--- src/rtl/dpram_port_arbiter.sv ---
// rtl/dpram_port_arbiter.sv - two-requester arbiter onto one registered RAM port; `define DPRAM_ARB_RR_EN for round-robin ties
module dpram_port_arbiter #(
  parameter int addr_width = 8,
  parameter int data_width = 8
) (
  input  logic                  clock,
  input  logic                  reset_n,
  input  logic                  req0,
  input  logic                  req1,
  input  logic                  we0,
  input  logic                  we1,
  input  logic [addr_width-1:0] addr0,
  input  logic [addr_width-1:0] addr1,
  input  logic [data_width-1:0] wdata0,
  input  logic [data_width-1:0] wdata1,
  input  logic                  lock0,
  input  logic                  lock1,
  output logic                  ack0,
  output logic                  ack1,
  output logic [data_width-1:0] rdata0,
  output logic [data_width-1:0] rdata1,
  output logic                  rvalid0,
  output logic                  rvalid1,
  output logic [addr_width-1:0] ram_address,
  output logic [data_width-1:0] ram_data,
  output logic                  ram_wren,
  input  logic [data_width-1:0] ram_q
);

  typedef enum logic [1:0] {
    ST_IDLE  = 2'd0,
    ST_LOCK0 = 2'd1,
    ST_LOCK1 = 2'd2
  } state_t;

  state_t                r_state;
  state_t                w_next_state;
  logic                  r_ack0, r_ack1;
  logic                  r_rd_pend0, r_rd_pend1;
  logic                  r_rvalid0, r_rvalid1;
  logic [data_width-1:0] r_rdata0_hold, r_rdata1_hold;
  logic [addr_width-1:0] r_ram_address;
  logic [data_width-1:0] r_ram_data;
  logic                  r_ram_wren;
  logic                  w_elig0, w_elig1;
  logic                  w_grant0, w_grant1;
  logic                  w_tie_pick1;

  // A requester is not eligible in the cycle its ack is high; it is updating req then.
  assign w_elig0 = req0 & ~r_ack0;
  assign w_elig1 = req1 & ~r_ack1;

`ifdef DPRAM_ARB_RR_EN
  logic r_rr_ptr;

  // Tie pointer names the requester favoured next; it moves away from whoever was just granted.
  always_ff @(posedge clock or negedge reset_n) begin
    if (!reset_n) begin
      r_rr_ptr <= 1'b0;
    end else if (w_grant0) begin
      r_rr_ptr <= 1'b1;
    end else if (w_grant1) begin
      r_rr_ptr <= 1'b0;
    end
  end

  assign w_tie_pick1 = r_rr_ptr;
`else
  assign w_tie_pick1 = 1'b0;
`endif

  // State register for the lock FSM.
  always_ff @(posedge clock or negedge reset_n) begin
    if (!reset_n) begin
      r_state <= ST_IDLE;
    end else begin
      r_state <= w_next_state;
    end
  end

  // Grant selection and lock transitions; a tie is judged on raw req, so a masked winner yields no grant.
  always_comb begin
    w_grant0     = 1'b0;
    w_grant1     = 1'b0;
    w_next_state = r_state;
    case (r_state)
      ST_IDLE: begin
        if (req0 && req1) begin
          if (w_tie_pick1) w_grant1 = w_elig1;
          else             w_grant0 = w_elig0;
        end else begin
          w_grant0 = w_elig0;
          w_grant1 = w_elig1;
        end
        if (w_grant0 && lock0)      w_next_state = ST_LOCK0;
        else if (w_grant1 && lock1) w_next_state = ST_LOCK1;
      end
      ST_LOCK0: begin
        w_grant0 = w_elig0;
        if ((w_grant0 && !lock0) || (!lock0 && !req0)) w_next_state = ST_IDLE;
      end
      ST_LOCK1: begin
        w_grant1 = w_elig1;
        if ((w_grant1 && !lock1) || (!lock1 && !req1)) w_next_state = ST_IDLE;
      end
      default: w_next_state = ST_IDLE;
    endcase
  end

  // Launch the granted access onto the RAM port and track reads through the RAM's one-cycle latency.
  always_ff @(posedge clock or negedge reset_n) begin
    if (!reset_n) begin
      r_ack0        <= 1'b0;
      r_ack1        <= 1'b0;
      r_ram_wren    <= 1'b0;
      r_ram_address <= '0;
      r_ram_data    <= '0;
      r_rd_pend0    <= 1'b0;
      r_rd_pend1    <= 1'b0;
      r_rvalid0     <= 1'b0;
      r_rvalid1     <= 1'b0;
      r_rdata0_hold <= '0;
      r_rdata1_hold <= '0;
    end else begin
      r_ack0     <= w_grant0;
      r_ack1     <= w_grant1;
      r_ram_wren <= (w_grant0 & we0) | (w_grant1 & we1);
      if (w_grant0) begin
        r_ram_address <= addr0;
        r_ram_data    <= wdata0;
      end else if (w_grant1) begin
        r_ram_address <= addr1;
        r_ram_data    <= wdata1;
      end
      r_rd_pend0 <= w_grant0 & ~we0;
      r_rd_pend1 <= w_grant1 & ~we1;
      r_rvalid0  <= r_rd_pend0;
      r_rvalid1  <= r_rd_pend1;
      if (r_rvalid0) r_rdata0_hold <= ram_q;
      if (r_rvalid1) r_rdata1_hold <= ram_q;
    end
  end

  // ram_q is only valid in the rvalid cycle itself, so pass it through then and hold it afterwards.
  assign rdata0      = r_rvalid0 ? ram_q : r_rdata0_hold;
  assign rdata1      = r_rvalid1 ? ram_q : r_rdata1_hold;
  assign ack0        = r_ack0;
  assign ack1        = r_ack1;
  assign rvalid0     = r_rvalid0;
  assign rvalid1     = r_rvalid1;
  assign ram_address = r_ram_address;
  assign ram_data    = r_ram_data;
  assign ram_wren    = r_ram_wren;

endmodule
--- config.mk ---
export PLATFORM = sky130hd
export DESIGN_NAME = dpram_port_arbiter
export DESIGN_NICKNAME = d
export VERILOG_FILES = /design/src/rtl/dpram_port_arbiter.sv
export SDC_FILE = /design/constraint.sdc
export NUM_CORES = 1
export LEC_CHECK = 0
export ABC_CLOCK_PERIOD_IN_PS = 2310
export CAP_MARGIN = 20
export CORE_MARGIN = 3
export CORE_UTILIZATION = 41
export CTS_CLUSTER_SIZE = 10
export DETAILED_ROUTE_END_ITERATION = 6
export PLACE_DENSITY = 0.8
export RECOVER_POWER = 100
export SKIP_CTS_REPAIR_TIMING = 1
export SYNTH_ARGS = -nofsm -noshare
export SYNTH_HDL_FRONTEND = slang
export SYNTH_SLANG_ARGS = --single-unit
--- constraint.sdc ---
create_clock -name clock -period 2.31 [get_ports clock]
set_input_delay 0.3465 -clock clock [delete_from_list [all_inputs] [get_ports clock]]
set_output_delay 0.3465 -clock clock [all_outputs]
set_load 0.02 [all_outputs]
Word-level counts from Yosys, hierarchy flattened
Index checks and enable logic that the tools add are counted.
{ "classes": {"mul": 0, "div_mod_pow": 0, "order_cmp": 0, "shifts": 0, "bitwise": 11, "eq_ne": 5, "n_mux": 16, "n_addsub": 0, "n_reduce_logical": 16} }
{ "ops": {"columns": ["operator", "n"], "rows": [
  ["8-bit 2-to-1 mux", 6],
  ["2-bit 2-to-1 mux", 4],
  ["1-bit logical AND", 7],
  ["1-bit bitwise AND", 6],
  ["2-bit one-hot mux with 3 select lines", 1],
  ["1-bit zero test", 4],
  ["2-bit != test (second input constant)", 2],
  ["1-bit inverter", 4],
  ["1-bit one-hot mux with 2 select lines", 2],
  ["1-bit 2-to-1 mux", 3],
  ["3-bit != test (second input constant)", 1],
  ["3-bit AND reduction", 1],
  ["2-bit by 1-bit equality test with 1-bit output (second input constant)", 1],
  ["2-bit equality test (second input constant)", 1],
  ["2-bit zero test", 1],
  ["1-bit logical OR", 2],
  ["2-bit nonzero test", 1],
  ["1-bit bitwise OR", 1]
]} }
{ "totals": {"mem_bits_rw": 0, "output_inout_bits": 37, "input_bits": 48, "latch_bits": 0, "mem_bits_ro": 0, "word_cells": 60, "register_bits": 41, "n_memories": 0} }

Longest topological paths before layout
{ "logic_depth": {"word_depth": 8, "depth_mapped": 5} }

Worst setup path after synthesis
No wires, ideal clock.
{ "synth_path": {"kind": "reg2reg", "from": "register r_ack0, in the netlist ack0", "to": "register r_ram_address[1], in the netlist ram_address[1]", "t_arrival_ns": 1.563, "slack_ns": 0.622, "stages_incl_launch_ff": 6, "n_path_buf": 2, "t_required_ns": 2.185, "setup_time_ns": 0.125, "path_cell_list": "dfrtp_1 nor3b_1 buf_6 buf_6 mux2_4 mux2_4"} }
{ "synth_between": {"elab_chain_cells": 5, "word_cells_on_any_way": 6, "cone_classes": "mux: 3; bitwise: 2; reduce/logical: 1"} }
{ "synth_rtl": {"columns": ["element", "line", "text"], "rows": [
  ["from (decl)", "38", "logic r_ack0, r_ack1;"],
  ["from (signal assigned)", "125", "r_ack0 <= w_grant0;"],
  ["1-bit inverter *", "50", "assign w_elig0 = req0 & ~r_ack0;"],
  ["1-bit bitwise AND *", "50", null],
  ["1-bit 2-to-1 mux", "86", "case (r_state)"],
  ["1-bit one-hot mux with 2 select lines *", "86", null],
  ["via w_grant0", "46", "logic w_grant0, w_grant1;"],
  ["8-bit 2-to-1 mux / 2-bit nonzero test (equally long branches)", null, null],
  ["to (signal assigned)", "129", "r_ram_address <= addr0;"],
  ["to (signal assigned)", "132", "r_ram_address <= addr1;"],
  ["to (decl)", "42", "logic [addr_width-1:0] r_ram_address;"]
]} }
The timed path passes the listed nets; every way through them passes the cells marked *. The select of a mux whose other input is x is not followed.
A chain may end at the register's enable or synchronous reset.

Worst setup path in the final report
{ "layout_path": {"from": "register r_rvalid1, in the netlist rvalid1", "to": "output port rdata1[1]"} }
{ "layout_between": {"elab_chain_cells": 1} }
{ "layout_rtl": {"columns": ["element", "line", "text"], "rows": [
  ["from (decl)", "40", "logic r_rvalid0, r_rvalid1;"],
  ["from (signal assigned)", "138", "r_rvalid1 <= r_rd_pend1;"],
  ["8-bit 2-to-1 mux", null, null],
  ["to (decl)", "21", "output logic [data_width-1:0] rdata1,"]
]} }
No other way between the ends.

==> flow_summary.yaml <==
run_status:
  outcome: "finished clean"
logic_synthesis:
  distinct_cells_synth: 20
  netlist_top_cells_area: "sky130_fd_sc_hd__dfrtp_1 57%, sky130_fd_sc_hd__mux2_2 19%, sky130_fd_sc_hd__mux2_4 15%"
  largest_family_of_logic_cells_by_synthesized_area: "multiplexers"
  postSynthCellCount: 112
  synth_xor_xnor_area_share_pct: 0
  synth.avg_cell_area_um2: 16.2
  synthFlopType: "sky130_fd_sc_hd__dfrtp_1"
  synth-seq-area-share_pct: 56.7
  synthesized_area_fraction_occupied_by_adder_cells_pct: 0
  synth-edff-count: 0
  synthDominantAreaCellType: "sky130_fd_sc_hd__dfrtp_1"
  compound_gate_portion_of_the_synthesized_area_pct: 3.52
  synth.cells.most_frequent: "41 x sky130_fd_sc_hd__dfrtp_1, 30 x sky130_fd_sc_hd__mux2_2, 18 x sky130_fd_sc_hd__mux2_4"
  post_synth_mux_area_share_pct: 33.6
  most_frequent_cell_after_synthesis: "sky130_fd_sc_hd__dfrtp_1"
  asyncSetResetFlopFracSynth_pct: 100
  synthDominantCellAreaShare_pct: 56.7
  syn-cell-area_um2: 1810
  synth-simple-area-share_pct: 3.32
  synth_warnings: 0
  synth.net_count: 160
  postSynthRegisterBits: 41
floorplan:
  die_w_um: 72.5
  design.die.area_um2: 5250
  initial_utilization_pct: 44.0
  fp-row-count: 23
  chipHeight_um: 72.5
  count_of_pins_on_the_block_boundary: 85
  fp.coreArea_um2: 4120
placed_design:
  gp_routability_congestion: 0.817
  placement.io_buffers: 84
  place.detailed.hpwl_um: 2950
drt:
  drt_drc_violations_left: 0
  routed_wire_length_per_instance_um: 15.4
  drt_first_pass_iters: 3
  initialDrtViolationCount: 34
  routed_wl_um: 3870
  detail_route.vias_per_cell: 4.90
  drt.antenna.violating_nets: 0
  route.vias.total: 1230
sta:
  worst-slew-pin-transition_ns: 0.995
  grt_setup_unrepaired: "no"
  worst_slew_margin_rel_pct: 33.7
  achievable-frequency_mhz: 462
  finalCriticalPeriod_ns: 2.16
  hold_violations: 0
  finalSetupViolCount: 0
  period_share_pct: 93.6
  drv_slew: 0
  fin_tns_setup_ns: 0
  clock-skew-final_ns: 0.00754
global_route:
  antenna_found_initial: 0
  grt_max_degree: 42
  grt_pass1_wl_um: 6610
  track_usage_pct: 16.1
  grt_pass1_vias: 1414
  grt_overflow_total: 0
critical_path:
  cp_data_required_time_ns: 1.96
  r2r_start: "r_state[1]$_DFFE_PN0P_"
  cp-start-kind: "flip-flop"
  critical_path.startpoint: "rvalid1$_DFF_PN0_"
  path_class: "flip-flop to output pin"
  cp_data_arrival_time_ns: 1.82
  critical_path.max_fanout: 9
  crit_path_end_kind: "output pin"
  depth_of_the_worst_register_to_register_path: 4
clocking:
  clock_tree.root_cell: "sky130_fd_sc_hd__clkbuf_8"
  clock_sink_count: 41
  clock_tree.buffer_depth: 2
  cts_tree: "yes"
  clkTransAtPathRegs_ns: 0.07
  cts_max_level: 2
  clock_latency_ns: 0.28
  cts_made_buffers: 5
power:
  pwr_density_cell_nw_per_um2: 878
  irDropWorstVdd_uv: 354
  total_leakage_power_nw: 1.17
hold_path:
  min-delay-path-class: "input port to asynchronous set/reset pin"
run:
  max_cap_viol_count: 0
finish:
  syn2layout_area_growth_pct: 51.6
  final_layout_size_suffix_gt1_share_pct: 16.4
  fin_nets: 249
  n_antenna_cell: 0
  layout.core_utilization_pct: 66.7
==> state kept, by name (all words and copies together) (netlist names), 2 cells and up <==
register,flops
ram_data,8
r_rdata1_hold,8
r_state,2
r_rdata0_hold,8
ram_address,8
==> layout by cell type, fill, tap and decap left out, drive strengths merged <==
cell type,Yosys,routed
a22o,1,1
o32ai,1,1
o32a,1,1
mux2,48,48
clkdlybuf4s50,0,61
a21oi,2,2
nor4,1,1
clkbuf,2,8
nor3b,1,1
dfrtp,41,41
nand2b,2,2
nor3,2,2
nor2b,1,1
buf,3,3
inv,2,2
nand2,1,1
nor2,1,1
dlygate4sd3,0,22
nand3b,1,1
a21o,1,1
==> stage by stage <==
stage / cell area, um^2 / setup WS, ns / hold slack (ns) / std cells / total power [mW]
after floorplan: 1810 / 0.622 / 0.0509 / 112 / 1.56
after global placement: 2700 / 0.250 / 0.334 / 244 / 2.05
after detailed placement: 2700 / 0.135 / 0.343 / 244 / 2.07
after CTS: 2790 / 0.103 / 0.215 / 251 / 2.53
after global routing: 2750 / 0.0595 / 0.308 / 251 / 2.54
final: 2750 / 0.147 / 0.228 / 251 / 2.41
==> cells by family (layout without fill, tap and decap cells) <==
logic type / after synthesis / after routing
simple gates: 10 / 10
flops: 41 / 41
compound gates: 6 / 6
buf+inv: 7 / 96
mux: 48 / 48
==> power by group <==
part / total [mW] / switching, mW / leakage (nW) / internal (mW)
logic: 0.980 / 0.452 / 0.630 / 0.528
clock network: 0.447 / 0.211 / 0.0443 / 0.237
registers: 0.982 / 0.0826 / 0.495 / 0.899
total: 2.41 / 0.745 / 1.17 / 1.66
==> worst max-delay path, cell delays in order, from the launching register on <==
cell and delay [ns]:
sky130_fd_sc_hd__dfrtp_1 0.58, sky130_fd_sc_hd__mux2_1 0.40, sky130_fd_sc_hd__clkdlybuf4s50_1 0.56
==> metal layers <==
metal | vias up | wire, um | global-route usage (%)
li1 | 575 | - | -
met5 | - | 0 | 0
met2 | 64 | 1820 | 26.3
met3 | 7 | 422 | 6.09
met1 | 584 | 1570 | 19.7
met4 | 0 | 46 | 4.92
==> worst paths after layout <==
| check | end | slack [ns] |
|---|---|---|
| max | rdata1[1] | 0.15 |
| min | r_rdata0_hold[3]$_DFF_PN0_ | 0.23 |
| max reg2reg | ram_data[6]$_DFFE_PN0P_ | 0.36 |
| min reg2reg | rvalid0$_DFF_PN0_ | 0.36 |
| max in group asynchronous | r_rdata1_hold[7]$_DFF_PN0_ | 1.47 |
| min in group clock | rvalid0$_DFF_PN0_ | 0.36 |
==> final cells by class <==
type / instances / area (um^2)
Clock buffer: 7 / 86.3
Sequential cell: 41 / 1030
Timing Repair Buffer: 87 / 871
Multi-Input combinational cell: 64 / 692
Inverter: 2 / 7.51
Tap cell: 50 / 62.6
Fill cell: 300 / 1370
Power figures use the tool's default switching activity.
